File: config.mk
export PLATFORM = sky130hd
export DESIGN_NAME = hazard_unit_flat
export DESIGN_NICKNAME = d
export VERILOG_FILES = /design/src/rtl/pipe_pkg.sv /design/src/rtl/hazard_unit_if.sv /design/src/rtl/fwd_sel.sv /design/src/rtl/hazard_unit.sv /design/src/flat_wrapper.sv
export SDC_FILE = /design/constraint.sdc
export NUM_CORES = 1
export LEC_CHECK = 0
export BUFFER_PORTS_ARGS = -buffer_cell sky130_fd_sc_hd__buf_2
export CAP_MARGIN = 20
export CORE_UTILIZATION = 45
export DETAILED_ROUTE_END_ITERATION = 7
export MAX_ROUTING_LAYER = met4
export PLACE_DENSITY = 0.78
export SLEW_MARGIN = 40
export SYNTH_ARGS = -nofsm -noshare
export SYNTH_HDL_FRONTEND = slang
export SYNTH_SLANG_ARGS = --single-unit
File: constraint.sdc
create_clock -name clk -period 4.2 [get_ports clk]
set_input_delay 0.84 -clock clk [delete_from_list [all_inputs] [get_ports clk]]
set_output_delay 0.84 -clock clk [all_outputs]
set_load 0.02 [all_outputs]
File: src/rtl/pipe_pkg.sv
// Shared pipeline encodings for the RV32I hazard controller.
//   RES_*  : decode-stage result-source encodings (RES_MEM marks a load)
//   FWD_*  : forwarding-select encodings for the E-stage ALU operands
package pipe_pkg;

  localparam logic [1:0] RES_ALU = 2'b00;
  localparam logic [1:0] RES_MEM = 2'b01;
  localparam logic [1:0] RES_PC4 = 2'b10;
  localparam logic [1:0] RES_PCT = 2'b11;

  localparam logic [1:0] FWD_RF = 2'b00;
  localparam logic [1:0] FWD_W  = 2'b01;
  localparam logic [1:0] FWD_M  = 2'b10;

  // True when the result source selects data memory, i.e. the instruction is a load.
  function automatic logic is_load(input logic [1:0] res_src);
    return res_src == RES_MEM;
  endfunction

endpackage

File: src/rtl/hazard_unit_if.sv
// Hazard-unit bus: decode-stage control, branch/memory status in, and the
// stall/flush/forward controls plus the stall-cycle counter out.
//   master : pipeline side (drives decode fields and status, receives controls)
//   slave  : hazard unit side
interface hazard_unit_if #(
  parameter int unsigned CNT_W  = 32,
  parameter int unsigned REG_AW = 5
);

  logic [REG_AW-1:0] rs1_d;
  logic [REG_AW-1:0] rs2_d;
  logic [REG_AW-1:0] rd_d;
  logic              REG_WRITE_D;
  logic [1:0]        RES_SRC_D;
  logic              MEM_WRITE_D;
  logic              pc_src_e;
  logic              dmem_ready_m;

  logic              stall_f;
  logic              stall_d;
  logic              stall_e;
  logic              stall_m;
  logic              flush_d;
  logic              flush_e;
  logic              flush_w;
  logic [1:0]        forward_a_e;
  logic [1:0]        forward_b_e;
  logic [CNT_W-1:0]  stall_cycles;

  modport master (
    output rs1_d, rs2_d, rd_d, REG_WRITE_D, RES_SRC_D, MEM_WRITE_D, pc_src_e, dmem_ready_m,
    input  stall_f, stall_d, stall_e, stall_m, flush_d, flush_e, flush_w,
    input  forward_a_e, forward_b_e, stall_cycles
  );

  modport slave (
    input  rs1_d, rs2_d, rd_d, REG_WRITE_D, RES_SRC_D, MEM_WRITE_D, pc_src_e, dmem_ready_m,
    output stall_f, stall_d, stall_e, stall_m, flush_d, flush_e, flush_w,
    output forward_a_e, forward_b_e, stall_cycles
  );

endinterface

File: src/rtl/fwd_sel.sv
// Combinational forward-select for one E-stage ALU operand.
//   rs_e_i        : E-stage source register address
//   m_rd_i/m_rw_i : M-stage destination and write enable
//   w_rd_i/w_rw_i : W-stage destination and write enable
//   fwd_o         : FWD_M, FWD_W or FWD_RF; M wins over W, x0 never forwarded
module fwd_sel
  import pipe_pkg::*;
#(
  parameter int unsigned REG_AW = 5
) (
  input  logic [REG_AW-1:0] rs_e_i,
  input  logic [REG_AW-1:0] m_rd_i,
  input  logic              m_rw_i,
  input  logic [REG_AW-1:0] w_rd_i,
  input  logic              w_rw_i,
  output logic [1:0]        fwd_o
);

  logic m_hit, w_hit;

  always_comb begin
    m_hit = m_rw_i && (m_rd_i != '0) && (m_rd_i == rs_e_i);
    w_hit = w_rw_i && (w_rd_i != '0) && (w_rd_i == rs_e_i);
    if (m_hit) begin
      fwd_o = FWD_M;
    end else if (w_hit) begin
      fwd_o = FWD_W;
    end else begin
      fwd_o = FWD_RF;
    end
  end

endmodule

File: src/rtl/hazard_unit.sv
// Hazard controller for the 5-stage RV32I pipeline. Keeps E/M/W shadow copies of
// the in-flight instructions' register usage, loaded from decode-stage controls,
// and derives stalls, flushes and forwarding selects from them.
//   clk, reset : core clock, synchronous active-high reset
//   hz_io      : slave side of hazard_unit_if (decode fields, pc_src_e,
//                dmem_ready_m in; stall_*, flush_*, forward_*_e, stall_cycles out)
// Priority: memory wait > taken branch > load-use > normal advance.
module hazard_unit
  import pipe_pkg::*;
#(
  parameter int unsigned CNT_W  = 32,
  parameter int unsigned REG_AW = 5
) (
  input  logic         clk,
  input  logic         reset,
  hazard_unit_if.slave hz_io
);

  typedef struct packed {
    logic [REG_AW-1:0] rs1;
    logic [REG_AW-1:0] rs2;
    logic [REG_AW-1:0] rd;
    logic              rw;
    logic              load;
    logic              mem;
  } e_sh_t;

  typedef struct packed {
    logic [REG_AW-1:0] rd;
    logic              rw;
    logic              load;
    logic              mem;
  } m_sh_t;

  typedef struct packed {
    logic [REG_AW-1:0] rd;
    logic              rw;
  } w_sh_t;

  e_sh_t            e_q, e_d;
  m_sh_t            m_q, m_d;
  w_sh_t            w_q, w_d;
  logic [CNT_W-1:0] cnt_q, cnt_d;

  logic mem_wait, load_use;
  logic stall_f, stall_d, stall_e, stall_m;
  logic flush_d, flush_e, flush_w;

  always_comb begin
    mem_wait = (m_q.load || m_q.mem) && !hz_io.dmem_ready_m;
    // Conservative: matches rs1/rs2 even if the decoded instruction ignores them.
    load_use = e_q.rw && e_q.load && (e_q.rd != '0) &&
               ((e_q.rd == hz_io.rs1_d) || (e_q.rd == hz_io.rs2_d));

    stall_f = 1'b0;
    stall_d = 1'b0;
    stall_e = 1'b0;
    stall_m = 1'b0;
    flush_d = 1'b0;
    flush_e = 1'b0;
    flush_w = 1'b0;

    // Default: normal advance of the shadow pipeline.
    e_d.rs1  = hz_io.rs1_d;
    e_d.rs2  = hz_io.rs2_d;
    e_d.rd   = hz_io.rd_d;
    e_d.rw   = hz_io.REG_WRITE_D;
    e_d.load = is_load(hz_io.RES_SRC_D);
    e_d.mem  = hz_io.MEM_WRITE_D;
    m_d.rd   = e_q.rd;
    m_d.rw   = e_q.rw;
    m_d.load = e_q.load;
    m_d.mem  = e_q.mem;
    w_d.rd   = m_q.rd;
    w_d.rw   = m_q.rw;

    if (mem_wait) begin
      // Freeze everything up to M; the W instruction retires and leaves a bubble.
      stall_f = 1'b1;
      stall_d = 1'b1;
      stall_e = 1'b1;
      stall_m = 1'b1;
      flush_w = 1'b1;
      e_d     = e_q;
      m_d     = m_q;
      w_d.rd  = w_q.rd;
      w_d.rw  = 1'b0;
    end else if (hz_io.pc_src_e) begin
      // Wrong-path instructions in D and E are squashed; load_use is moot.
      flush_d = 1'b1;
      flush_e = 1'b1;
      e_d     = '0;
    end else if (load_use) begin
      // One-cycle stall: the load moves to M, after which W forwarding covers it.
      stall_f = 1'b1;
      stall_d = 1'b1;
      flush_e = 1'b1;
      e_d     = '0;
    end

    cnt_d = cnt_q;
    if (stall_f && (cnt_q != '1)) begin
      cnt_d = cnt_q + CNT_W'(1);
    end
  end

  always_ff @(posedge clk) begin
    if (reset) begin
      e_q   <= '0;
      m_q   <= '0;
      w_q   <= '0;
      cnt_q <= '0;
    end else begin
      e_q   <= e_d;
      m_q   <= m_d;
      w_q   <= w_d;
      cnt_q <= cnt_d;
    end
  end

  fwd_sel #(
    .REG_AW (REG_AW)
  ) u_fwd_a (
    .rs_e_i (e_q.rs1),
    .m_rd_i (m_q.rd),
    .m_rw_i (m_q.rw),
    .w_rd_i (w_q.rd),
    .w_rw_i (w_q.rw),
    .fwd_o  (hz_io.forward_a_e)
  );

  fwd_sel #(
    .REG_AW (REG_AW)
  ) u_fwd_b (
    .rs_e_i (e_q.rs2),
    .m_rd_i (m_q.rd),
    .m_rw_i (m_q.rw),
    .w_rd_i (w_q.rd),
    .w_rw_i (w_q.rw),
    .fwd_o  (hz_io.forward_b_e)
  );

  assign hz_io.stall_f      = stall_f;
  assign hz_io.stall_d      = stall_d;
  assign hz_io.stall_e      = stall_e;
  assign hz_io.stall_m      = stall_m;
  assign hz_io.flush_d      = flush_d;
  assign hz_io.flush_e      = flush_e;
  assign hz_io.flush_w      = flush_w;
  assign hz_io.stall_cycles = cnt_q;

endmodule

File: src/flat_wrapper.sv
// flat-port wrapper written by rule: the top's interface ports become plain ports
module hazard_unit_flat import pipe_pkg::*;
#(
  parameter int unsigned CNT_W  = 32,
  parameter int unsigned REG_AW = 5
)
  (clk, reset, hz_io_rs1_d, hz_io_rs2_d, hz_io_rd_d, hz_io_REG_WRITE_D, hz_io_RES_SRC_D, hz_io_MEM_WRITE_D, hz_io_pc_src_e, hz_io_dmem_ready_m, hz_io_stall_f, hz_io_stall_d, hz_io_stall_e, hz_io_stall_m, hz_io_flush_d, hz_io_flush_e, hz_io_flush_w, hz_io_forward_a_e, hz_io_forward_b_e, hz_io_stall_cycles);
  hazard_unit_if #(.CNT_W(CNT_W), .REG_AW(REG_AW)) hz_io_i ();
  input  logic clk;
  input  logic reset;
  input wire logic [$bits(hz_io_i.rs1_d)-1:0] hz_io_rs1_d;
  input wire logic [$bits(hz_io_i.rs2_d)-1:0] hz_io_rs2_d;
  input wire logic [$bits(hz_io_i.rd_d)-1:0] hz_io_rd_d;
  input wire logic [$bits(hz_io_i.REG_WRITE_D)-1:0] hz_io_REG_WRITE_D;
  input wire logic [$bits(hz_io_i.RES_SRC_D)-1:0] hz_io_RES_SRC_D;
  input wire logic [$bits(hz_io_i.MEM_WRITE_D)-1:0] hz_io_MEM_WRITE_D;
  input wire logic [$bits(hz_io_i.pc_src_e)-1:0] hz_io_pc_src_e;
  input wire logic [$bits(hz_io_i.dmem_ready_m)-1:0] hz_io_dmem_ready_m;
  output wire logic [$bits(hz_io_i.stall_f)-1:0] hz_io_stall_f;
  output wire logic [$bits(hz_io_i.stall_d)-1:0] hz_io_stall_d;
  output wire logic [$bits(hz_io_i.stall_e)-1:0] hz_io_stall_e;
  output wire logic [$bits(hz_io_i.stall_m)-1:0] hz_io_stall_m;
  output wire logic [$bits(hz_io_i.flush_d)-1:0] hz_io_flush_d;
  output wire logic [$bits(hz_io_i.flush_e)-1:0] hz_io_flush_e;
  output wire logic [$bits(hz_io_i.flush_w)-1:0] hz_io_flush_w;
  output wire logic [$bits(hz_io_i.forward_a_e)-1:0] hz_io_forward_a_e;
  output wire logic [$bits(hz_io_i.forward_b_e)-1:0] hz_io_forward_b_e;
  output wire logic [$bits(hz_io_i.stall_cycles)-1:0] hz_io_stall_cycles;
  assign hz_io_i.rs1_d = hz_io_rs1_d;
  assign hz_io_i.rs2_d = hz_io_rs2_d;
  assign hz_io_i.rd_d = hz_io_rd_d;
  assign hz_io_i.REG_WRITE_D = hz_io_REG_WRITE_D;
  assign hz_io_i.RES_SRC_D = hz_io_RES_SRC_D;
  assign hz_io_i.MEM_WRITE_D = hz_io_MEM_WRITE_D;
  assign hz_io_i.pc_src_e = hz_io_pc_src_e;
  assign hz_io_i.dmem_ready_m = hz_io_dmem_ready_m;
  assign hz_io_stall_f = hz_io_i.stall_f;
  assign hz_io_stall_d = hz_io_i.stall_d;
  assign hz_io_stall_e = hz_io_i.stall_e;
  assign hz_io_stall_m = hz_io_i.stall_m;
  assign hz_io_flush_d = hz_io_i.flush_d;
  assign hz_io_flush_e = hz_io_i.flush_e;
  assign hz_io_flush_w = hz_io_i.flush_w;
  assign hz_io_forward_a_e = hz_io_i.forward_a_e;
  assign hz_io_forward_b_e = hz_io_i.forward_b_e;
  assign hz_io_stall_cycles = hz_io_i.stall_cycles;
  hazard_unit #(.CNT_W(CNT_W), .REG_AW(REG_AW)) u_core (.clk(clk), .reset(reset), .hz_io(hz_io_i));
endmodule
==> results of run 1 <==
-- sequential cells by signal (all words and copies together), names as in the netlist --
| register | cells |
|---|---|
| u_core.m_q | 8 |
| u_core.w_q | 6 |
| u_core.e_q | 18 |
| u_core.hz_io.stall_cycles | 32 |
-- through the flow --
| stage | setup slack [ns] | cell area, um2 | total power [mW] | std cells |
|---|---|---|---|---|
| final | 0.986 | 3740 | 1.33 | 550 |
| after global routing | 0.796 | 3740 | 1.38 | 550 |
| after CTS | 0.968 | 3730 | 1.34 | 550 |
| after detailed placement | 0.880 | 3500 | 0.728 | 534 |
| after global placement | 0.992 | 3500 | 0.726 | 534 |
| after floorplan | 1.24 | 3200 | 0.701 | 398 |
-- final timing paths --
path / to / slack [ns] / cells after the start
worst max-delay path: hz_io_stall_d / 0.99 / 6
worst min-delay path: u_core.e_q[0] / 0.46 / 2
worst max register to register: u_core.hz_io.stall_cycles[26] / 1.17 / 8
worst min register to register: u_core.e_q[0] / 0.46 / 2
-- kinds of logic after synthesis --
family	synth area share
fa+ha+maj	0.00391
buf+inv	0.0517
compound gates	0.170
mux	0.00313
flops	0.401
xor+xnor	0.0904
simple gates	0.280
-- layer usage --
layer	wire length, um	global-route usage
met2	3640	0.344
met1	3590	0.300
met3	292	0.0390
met5	0	-
met4	92	0.0955
-- Yosys cell counts, types with 2 or more instances --
master and instances:
o21ai_1 14, buf_6 2, inv_1 2, buf_2 3, nor4_1 5, nand3_1 14
dfxtp_1 64, and4_1 5, buf_4 6, a21oi_1 60, and2_1 3, nor3b_1 2
nor2_1 11, xor2_1 17, clkbuf_1 12, o31ai_1 12, or4_1 17, nand4_1 12
o21ai_0 3, nand2_1 78, and3_1 6, buf_1 3, nand3_2 2, or3_1 15
xnor2_1 16
-- final cells by class --
class,count,area [um2]
Timing Repair Buffer,67,343
Clock inverter,2,60.1
Tap cell,96,120
Inverter,3,11.3
Sequential cell,64,1280
Clock buffer,14,173
Fill cell,692,3090
Multi-Input combinational cell,304,1750
-- power by group --
part / internal (mW) / switching, mW
clock: 0.384 / 0.232
sequential: 0.618 / 0.0152
combinational: 0.0347 / 0.0469
-- worst reg2reg max path, stage by stage (launching register included) --
cell,delay (ns)
dfxtp_1,0.36
ha_1,0.28
and4_1,0.25
nand4_1,0.32
or4_4,0.22
nand3_2,0.47
buf_4,0.42
or4_1,0.48
a21oi_1,0.15
==> run_results.csv, run 1 <==
group,metric,value,unit
grt,grt_max_degree,48,
clocking,cts_root_buffer,"clkbuf_8",
sta,rsz0062_at_grt,"no",
yosys,yosys-top-cells-area,"dfxtp_1, a21oi_1, nand2_1, xor2_1, xnor2_1",
floorplan,die_y,86.3,um
clocking,cts_buffers,9,
sta,relSlewSlack,0.517,
floorplan,io_pins,66,
sta,setup_viol,0,
pwr,power.density,356,nW/um2
sta,period_share,0.765,
yosys,yosys_most_used_dff,"dfxtp_1",
sta,fin_crit,3.21,ns
clocking,htreeDepth,3,
grt,groute.usage.overall,0.227,
worst_setup_path,worstPathArrival,2.37,ns
worst_setup_path,critical_path_class,"input port to primary output",
placement,portBuffers,65,
detailed_routing,vias,3040,
floorplan,die_w,86.3,um
sta,fin_hold_ws,0.458,ns
yosys,synth_top_cell_area_share,0.401,
layout,mostFrequentLayoutCell,"nand2_1",
detailed_routing,drt_iter0_markers,205,
worst_hold_path,hp-start,"u_core.e_q[0]",
worst_setup_path,slowest_stage,"or2_2",
detailed_routing,wirelength,7610,um
clocking,clockBufferDepth,2,
yosys,syn_area_per_cell,8.03,um2
yosys,synth_nets,422,
detailed_routing,drc,0,
worst_setup_path,path_buf_inv,4,
clocking,cts_resized,0,
clocking,cts_tree,"yes",
worst_setup_path,end_kind,"primary output",
sta,finalMaxSlewViolations,0,
floorplan,core_area,6830,um2
worst_setup_path,worstPathCellList,"buf_2 > or2_2 > inv_2 > a21oi_1 > inv_1 > buf_2",
clocking,clkLatencyLatePin,0.34,ns
yosys,syn_area,3200,um2
pwr,power.leakage,1.50,nW
detailed_routing,vias_per_cell,5.53,
worst_setup_path,crit_fanout,34,
clocking,cts.sinks,64,
yosys,ys_warn_count,0,
layout,fin_nets,473,
worst_setup_path,cp-startpoint,"hz_io_dmem_ready_m",
clocking,post-cts-setup-buffers,0,
floorplan,rows,30,
detailed_routing,first_pass_iters,6,
clocking,cts.reportedPaths.clkPinSlew,0.07,ns
yosys,yosysSeqAreaShare,0.401,
yosys,synth_cell_types,39,
detailed_routing,wl_per_cell,13.8,um
layout,layout-drive-gt1-share,0.200,
layout,layout_common_cells,"nand2_1, buf_2, dfxtp_1",
yosys,ys_ff_latch,64,
yosys,yosys.area.top_type,"dfxtp_1",
worst_hold_path,hold_path.class,"register to register",
placement,dpl.hpwl,5320,um
detailed_routing,detail-route-antenna-nets,0,
sta,hold_viol,0,
worst_setup_path,max_stage_delay,0.50,ns
worst_setup_path,start_kind,"input port",
worst_setup_path,critPathTopFamily,"buffers and inverters",
clocking,ctsHoldBuffers,0,
sta,worst_pin_slew,0.724,ns
floorplan,initial_core_util,0.468,
flow_run,max_cap_violations,0,
worst_setup_path,cp_common_cell,"buf_2",
worst_setup_path,cp.required,3.36,ns
sta,finClkSkew,0.00612,ns
yosys,async_flop_share,0,
grt,grt_pass1_wl,13100,um
sta,fmax,311,MHz
layout,antenna_cells,0,
grt,grt_pass1_vias,2795,
pwr,ir_drop,0.000181,V
worst_setup_path,reg2reg_from,"u_core.hz_io.stall_cycles[0]",
yosys,synthCells,398,
yosys,synth_edf_count,0,
placement,gp_congestion,0.824,
grt,antenna_found_initial,0,
sta,tns,0,ns
floorplan,dieArea,7440,um2
grt,grt_overflow,0,
outcome,status,"completed",
layout,post-route-util,0.547,
layout,area_delta_synth_final,17.0,%
(Power assumes the default switching activity.)
==> run 2: changes to the inputs <==
- PLACE_DENSITY: 0.78 -> 0.8
- clock period: 4.2 -> 2.9 ns (I/O delays scaled with it)
==> run_results.csv, run 2 (same netlist as run 1, synthesis figures left out) <==
group,metric,value,unit
outcome,status,"completed",
clocking,cts_resized,0,
floorplan,core_area,6830,um2
sta,finalMaxSlewViolations,0,
clocking,cts.reportedPaths.clkPinSlew,0.06,ns
worst_setup_path,worstPathArrival,2.13,ns
clocking,ctsHoldBuffers,0,
worst_setup_path,crit_fanout,5,
floorplan,io_pins,66,
clocking,cts.sinks,64,
grt,grt_max_degree,55,
sta,finClkSkew,0.0114,ns
worst_setup_path,r2r_cells,8,
detailed_routing,wirelength,7460,um
floorplan,dieArea,7440,um2
floorplan,die_y,86.3,um
sta,fmax,369,MHz
layout,final_cell_area,3740,um2
detailed_routing,drt_iter0_markers,170,
layout,largest_reg_flops,32,
detailed_routing,detail-route-antenna-nets,0,
floorplan,initial_core_util,0.468,
grt,grt_pass1_vias,2789,
worst_hold_path,hold_depth,2,
pwr,p_comb_frac,0.073,
layout,layout-drive-gt1-share,0.213,
placement,gp_congestion,0.931,
sta,tns,0,ns
pwr,p_switching,423,uW
worst_setup_path,max_stage_delay,0.54,ns
layout,area_delta_synth_final,17.0,%
grt,grt_pass1_wl,12700,um
grt,grtUsageMet2,0.337,
grt,antenna_found_initial,0,
worst_setup_path,worstPathCellList,"or4_1 > o211ai_1 > nor2_1 > a21oi_2 > inv_1 > buf_2",
placement,place_inst,541,
pwr,ir_drop,0.000302,V
detailed_routing,vias_per_cell,5.44,
placement,dpl.hpwl,5410,um
detailed_routing,drc,0,
detailed_routing,wl_per_cell,13.4,um
placement,portBuffers,65,
worst_setup_path,cp.required,2.32,ns
sta,hold_viol,0,
detailed_routing,vias,3028,
clocking,cts_buffers,9,
sta,period_share,0.935,
grt,met1_usage,0.279,
worst_hold_path,hold_path.class,"register to register",
sta,setup_viol,0,
pwr,power.leakage,1.50,nW
layout,fin_cells,557,
placement,placed_cell_area,3570,um2
flow_run,max_cap_violations,0,
clocking,clkLatencyLatePin,0.34,ns
detailed_routing,first_pass_iters,4,
pwr,clkPwrFrac,0.389,
grt,busiest_layer,"met2",
sta,rsz0062_at_grt,"no",
layout,layout_common_cells,"nand2_1, buf_2, dfxtp_1",
sta,fin_crit,2.71,ns
layout,antenna_cells,0,
floorplan,rows,30,
sta,worst_pin_slew,0.496,ns
sta,relSlewSlack,0.668,
worst_setup_path,critical_path_class,"register to primary output",
pwr,sequentialPowerShare,0.538,
grt,grt_overflow,0,
clocking,htreeDepth,3,
worst_setup_path,end_kind,"primary output",
grt,met3_usage,0.0505,
pwr,power.density,456,nW/um2
clocking,clockBufferDepth,2,
worst_setup_path,slowest_stage,"or4_1",
floorplan,die_w,86.3,um
layout,mostFrequentLayoutCell,"nand2_1",
pwr,p_int,1.28,mW
clocking,cts_root_buffer,"clkbuf_8",
worst_setup_path,start_kind,"register",
grt,groute.usage.overall,0.221,
clocking,post-cts-setup-buffers,0,
layout,fin_nets,480,
pwr,swShare,0.248,
clocking,cts_tree,"yes",
## run 2: power groups by stage
stage               Sequential, mW  Clock [mW]  Combinational, mW
global route                 0.918       0.720              0.138
CTS                          0.916       0.676              0.124
global placement             0.935           0              0.120
finish                       0.916       0.663              0.124
detailed placement           0.936           0              0.123
floorplan                    0.930           0             0.0849
## run 2: metal layers
metal,share of wire,vias up
met5,0,-
met3,0.033,15
met2,0.47,61
met1,0.47,1409
li1,-,1543
met4,0.023,0
## run 2: critical path, delay by kind of cell (launching register included)
kind / cells / cell delay, ns
buffers and inverters: 2 / 0.24
AND/OR/NAND/NOR: 2 / 0.64
AO/OA/AOI/OAI: 2 / 0.57
flip-flops: 1 / 0.35
## run 2: layout make-up
class / instances / area (um2)
clock buffer: 13 / 149
clock inverter: 3 / 17.5
fill: 665 / 3090
inverter: 3 / 11.3
multi-input combinational: 304 / 1750
sequential: 64 / 1280
tap: 96 / 120
timing repair buffer: 74 / 405
## run 2: final timing paths
path                                  endpoint  slack [ns]                    startpoint
hold reg to reg                  u_core.m_q[0]        0.46                 u_core.m_q[0]
setup reg to reg  u_core.hz_io.stall_cycles[1]        0.62  u_core.hz_io.stall_cycles[0]
setup / recovery                 hz_io_stall_f        0.19                 u_core.e_q[4]
hold / removal                   u_core.m_q[0]        0.46                 u_core.m_q[0]
## run 2: metrics by stage
stage	utilization	hold WS (ns)	setup WS, ns	power (mW)
finish	0.547	0.455	0.190	1.70
global route	0.547	0.470	0.00218	1.78
detailed placement	0.522	0.449	0.436	1.06
global placement	0.522	0.440	0.476	1.05
floorplan	-	0.432	0.460	1.02
CTS	0.547	0.457	0.0672	1.72
